File: config.mk
export PLATFORM = sky130hd
export DESIGN_NAME = dadda_mul32_seq
export DESIGN_NICKNAME = d
export VERILOG_FILES = /design/src/rtl/dadda_seq_pkg.sv /design/src/rtl/dadda_multiplier.sv /design/src/rtl/dadda_mul32_seq.sv
export SDC_FILE = /design/constraint.sdc
export NUM_CORES = 1
export LEC_CHECK = 0
export ABC_CLOCK_PERIOD_IN_PS = 32500
export CORE_ASPECT_RATIO = 1.5
export CORE_MARGIN = 5
export CORE_UTILIZATION = 39
export DETAILED_ROUTE_END_ITERATION = 8
export HOLD_SLACK_MARGIN = 0.02
export PLACE_DENSITY = 0.65
export SLEW_MARGIN = 20
export SYNTH_ARGS = -nofsm -noshare
export SYNTH_HDL_FRONTEND = slang
export SYNTH_SLANG_ARGS = --single-unit
File: constraint.sdc
create_clock -name clk -period 32.5 [get_ports clk]
set_input_delay 6.5 -clock clk [delete_from_list [all_inputs] [get_ports clk]]
set_output_delay 6.5 -clock clk [all_outputs]
set_load 0.02 [all_outputs]
File: src/rtl/dadda_seq_pkg.sv
// Shared types and constants for the sequenced 32x32 multiplier and its 16x16 core.
package dadda_seq_pkg;

   localparam int unsigned HALF_W = 16;
   localparam int unsigned FULL_W = 32;
   localparam int unsigned PROD_W = 64;

   typedef enum logic [1:0] {
      IDLE = 2'd0,
      STEP = 2'd1,
      DONE = 2'd2
   } state_t;

   typedef struct packed {
      logic [FULL_W-1:0] a;
      logic [FULL_W-1:0] b;
   } operands_t;

   // Left shift applied to the partial product of step k.
   localparam int unsigned STEP_SHIFT [4] = '{0, HALF_W, HALF_W, FULL_W};

   // Step j (1..3) contributes only when both selected halves are nonzero.
   function automatic logic step_live(operands_t o, logic [1:0] j);
      logic [HALF_W-1:0] x;
      logic [HALF_W-1:0] y;
      x = j[1] ? o.a[FULL_W-1:HALF_W] : o.a[HALF_W-1:0];
      y = j[0] ? o.b[FULL_W-1:HALF_W] : o.b[HALF_W-1:0];
      return (x != '0) && (y != '0);
   endfunction

endpackage

File: src/rtl/dadda_multiplier.sv
// Combinational 16x16 unsigned multiplier: partial products reduced through a
// carry-save compressor array, then one carry-propagate add.
module dadda_multiplier
   import dadda_seq_pkg::*;
(
   input  logic [HALF_W-1:0] x,
   input  logic [HALF_W-1:0] y,
   output logic [FULL_W-1:0] p
);

   logic [FULL_W-1:0] s;
   logic [FULL_W-1:0] c;
   logic [FULL_W-1:0] pp;
   logic [FULL_W-1:0] t;

   // Truncation to 32 bits is exact since the product always fits.
   always_comb begin
      s  = '0;
      c  = '0;
      pp = '0;
      t  = '0;
      for (int i = 0; i < int'(HALF_W); i++) begin
         pp = y[i] ? (FULL_W'(x) << i) : '0;
         t  = s ^ c ^ pp;
         c  = ((s & c) | (s & pp) | (c & pp)) << 1;
         s  = t;
      end
      p = s + c;
   end

endmodule

File: src/rtl/dadda_mul32_seq.sv
// 32x32 unsigned multiplier sequenced over four 16x16 partial products through
// one shared combinational core, with valid/ready on both sides.
module dadda_mul32_seq
   import dadda_seq_pkg::*;
#(
   parameter bit EARLY_EXIT = 1'b0
)
(
   input  logic              clk,
   input  logic              rst,
   input  logic              in_valid,
   output logic              in_ready,
   input  logic [FULL_W-1:0] in_a,
   input  logic [FULL_W-1:0] in_b,
   output logic              out_valid,
   input  logic              out_ready,
   output logic [PROD_W-1:0] out_p,
   output logic              busy
);

   state_t            state;
   state_t            state_d;
   operands_t         ops_q;
   operands_t         ops_d;
   logic [PROD_W-1:0] acc_q;
   logic [PROD_W-1:0] acc_d;
   logic [1:0]        k_q;
   logic [1:0]        k_d;
   logic [1:0]        k_next;
   logic              last_step;
   logic [HALF_W-1:0] mx;
   logic [HALF_W-1:0] my;
   logic [FULL_W-1:0] mp;

   // Operand mux sees only the step counter and captured operands.
   always_comb begin
      mx = k_q[1] ? ops_q.a[FULL_W-1:HALF_W] : ops_q.a[HALF_W-1:0];
      my = k_q[0] ? ops_q.b[FULL_W-1:HALF_W] : ops_q.b[HALF_W-1:0];
   end

   dadda_multiplier u_core (
      .x (mx),
      .y (my),
      .p (mp)
   );

   // Next step selection; early exit picks the lowest remaining live step.
   always_comb begin
      k_next    = k_q + 2'd1;
      last_step = (k_q == 2'd3);
      if (EARLY_EXIT) begin
         last_step = 1'b1;
         for (int j = 3; j >= 1; j--) begin
            if (j > int'(k_q) && step_live(ops_q, 2'(j))) begin
               k_next    = 2'(j);
               last_step = 1'b0;
            end
         end
      end
   end

   always_ff @(posedge clk) begin
      if (rst) begin
         state <= IDLE;
         ops_q <= '0;
         acc_q <= '0;
         k_q   <= '0;
      end else begin
         state <= state_d;
         ops_q <= ops_d;
         acc_q <= acc_d;
         k_q   <= k_d;
      end
   end

   always_comb begin
      state_d  = state;
      ops_d    = ops_q;
      acc_d    = acc_q;
      k_d      = k_q;
      in_ready = 1'b0;
      case (state)
         IDLE: in_ready = 1'b1;
         STEP: begin
            acc_d = acc_q + (PROD_W'(mp) << STEP_SHIFT[k_q]);
            k_d   = k_next;
            if (last_step) state_d = DONE;
         end
         DONE: begin
            in_ready = out_ready;
            if (out_ready) state_d = IDLE;
         end
         default: state_d = IDLE;
      endcase
      if (in_valid && in_ready) begin
         ops_d.a = in_a;
         ops_d.b = in_b;
         acc_d   = '0;
         k_d     = 2'd0;
         state_d = STEP;
      end
   end

   assign out_valid = (state == DONE);
   assign busy      = (state != IDLE);
   assign out_p     = acc_q;

endmodule

==> results.md <==
- Post-Synthesis Mean Instance Area: 8.22 um^2
- Mapped Area: 15900 um^2
- Unrepaired setup endpoints after global routing: no
- Die area: 44900 um^2
- Crit-path max FO: 3
- CP startpoint: out_ready
- Final Wtd Congestion: 0.935
- Post-synth top area cell: fa_1
- Cts hold-fix bufs: 0
- Power per cell area: 30.1 nW/um^2
- Synth Warn #: 0
- Post-DP HPWL: 38100 um
- Leading post-synthesis cells by cell area: fa_1 27%, dfxtp_1 17%, nand2_1 12%, ha_1 7.4%, a21oi_1 6.3%
- Final period utilization: 0.447
- Setup violations, final: 0
- Placed cell areas: 17500 um^2
- Max Clk Rate: 0.0689 GHz
- Initial Util: 0.394
- Register share of total power: 0.317
- CTS clock-pin slew for the worst setup and hold paths: 0.07 ns
- CTS tree: done
- Starting DRC count in detailed routing: 644
- Tightest Hold Check Type: reg -> reg
- Post-CTS setup buffer count: 0
- Post-CTS Resized: 0
- Number of enable flip-flop cells after synthesis: 0
- Worst EP arrival: 8.02 ns
- CTS Sinks: 132
- Clk pwr share: 0.384
- Min-delay src: ops_q[61]$_SDFFE_PP0P_
- DR pass1 iterations: 5
- I/O pin count: 135
- Routed vias/inst: 5.52
- Fin util: 0.448
- Drt total wl: 47300 um
- DR vias: 13738
- Core area: 40300 um^2
- Vias in the first global route: 14310
- Synth async-reset ratio: 0
- Pin count of the biggest net entering global routing: 76
- Logic pwr share: 0.300
- Final net count: 2344
- Total track usage: 0.209
- Synthesis-to-finish area growth: 13.8%
- Sum Neg Setup Slack: 0 ns
- Mapped Cells: 1933
- Sw Pwr: 206 uW
- Total CTS buffers: 17
- Startpoint types: primary input
- Top cells by count, synth: 491 x nand2_1, 212 x fa_1, 200 x a21oi_1
- Clock Tree Root: clkbuf_16
- Total grt overflow: 0
- Clock buffer depth: 2
- Max_cap viols: 0
- Die width: 175 um
- Outcome: finished, final reports clean
- Finished Layout Cells: 2489
- Antenna Nets Post-Route: 0
- Initial antenna violation count: 0
- WS Path Type: in -> out
- Setup crit end kind: output port
- First-pass GRT wire length: 75800 um
- Residual DRC count: 0
- Site row count: 90
- WL/cell: 19.0 um
- Hold Slack: 0.452 ns
- Worst Skew: 0.0130 ns
- Seq/Total Area, Yosys: 0.166
- Most frequent cell after synthesis: nand2_1
- Die extent in y: 257 um
- Final Max Slew Viols: 0
- Worst-skew pair later-pin latency: 0.46 ns
- Seq cells post-synth: 132
- CTS H-Tree Depth: 4
- Share of post-route cells with drive strength above 1: 0.0560
- Synth cell types: 74
- Critical R2R Launch: k_q[1]$_SDFFE_PP0P_
- Post-Syn Nets: 2307
- Post-Layout Inst Area: 18100 um^2
- Sw Ratio: 0.379
- Minimum clock period after layout: 14.52 ns
- CP required: 26.00 ns
- Worst rel slew slack: 0.394
- Fin. Hold Viols: 0
- Placed cell count: 2457
- Maximum vdd drop: 0.0332 mV
- Least-Margin Pin Slew: 0.908 ns
- Port bufs: 134
- Top FF cell, synth: dfxtp_1
- Diodes inserted: 0
- Top-area cell type share of the netlist area: 0.267
- Int Power: 338 uW
- Leak pwr: 6.12 nW
-- metrics by stage --
stage / setup WS [ns] / power (mW)
2_1_floorplan: 19.06 / 0.287
3_3_place_gp: 18.09 / 0.335
3_5_place_dp: 18.08 / 0.338
4_1_cts: 18.07 / 0.547
5_1_grt: 17.50 / 0.571
6_report: 17.98 / 0.545
-- path summary, 6_finish.rpt --
kind | end | slack [ns] | depth (start not counted)
worst max-delay path | in_ready | 17.98 | 4
worst min-delay path | ops_q[61]$_SDFFE_PP0P_ | 0.45 | 2
worst max register to register | out_p[63]$_SDFFE_PP0P_ | 18.14 | 42
worst min register to register | ops_q[61]$_SDFFE_PP0P_ | 0.45 | 2
-- layout make-up --
type	instances	area, um^2
fill	4011	22200
sequential	132	2640
clock inverter	15	184
timing repair buffer	145	1420
clock buffer	17	425
multi-input combinational	1590	12400
inverter	84	315
tap	506	633
-- power by group through the flow --
stage,sequential [mW],combinational (mW),clock (mW)
2_1_floorplan,0.177,0.110,0
3_3_place_gp,0.176,0.159,0
3_5_place_dp,0.176,0.162,0
4_1_cts,0.172,0.163,0.212
5_1_grt,0.173,0.180,0.218
6_report,0.172,0.163,0.209
-- critical path, stage by stage --
cell and delay (ns):
clkdlybuf4s50_1 0.48, inv_1 0.04, a21oi_1 0.32, clkdlybuf4s50_1 0.68
-- kinds of logic after synthesis --
logic type,count (synthesis),synth area share
AND/OR/NAND/NOR,754,0.208
AO/OA/AOI/OAI,414,0.162
adder cells (fa/ha/maj),306,0.341
buffers and inverters,211,0.0513
flip-flops,132,0.166
XOR/XNOR,61,0.0336
multiplexers,55,0.0373
-- cells in the final DEF, fill, tap and decap left out, drive strengths merged, types with 6 or more instances in the layout --
| master | netlist | final |
|---|---|---|
| a211oi | 7 | 7 |
| a21o | 43 | 43 |
| a21oi | 202 | 202 |
| a31o | 6 | 6 |
| a31oi | 14 | 14 |
| and2 | 41 | 41 |
| and3 | 15 | 15 |
| buf | 25 | 12 |
| clkbuf | 102 | 17 |
| clkdlybuf4s50 | 0 | 133 |
| dfxtp | 132 | 132 |
| fa | 212 | 212 |
| ha | 94 | 94 |
| inv | 84 | 93 |
| mux2 | 31 | 31 |
| mux2i | 24 | 24 |
| nand2 | 492 | 492 |
| nand3 | 35 | 35 |
| nand4 | 26 | 26 |
| nor2 | 66 | 66 |
| nor2b | 32 | 32 |
| nor3 | 17 | 17 |
| o21a | 11 | 11 |
| o21ai | 58 | 58 |
| o21bai | 13 | 13 |
| o22ai | 12 | 12 |
| xnor2 | 38 | 38 |
| xor2 | 23 | 23 |
-- routing by layer --
layer  global-route usage  up-vias  part of all wire
li1                     -     6563                 -
met1                0.229     6767              0.38
met2                0.402      318              0.54
met3               0.0276       90             0.036
met4               0.0871        0             0.042
met5                    0        -                 0
-- flip-flops by register name, indices dropped and copies added, names as in the netlist --
| signal | cells |
|---|---|
| k_q | 2 |
| ops_q | 64 |
| out_p | 64 |
| state | 2 |
Note: power is estimated with default switching activity, not from simulation.
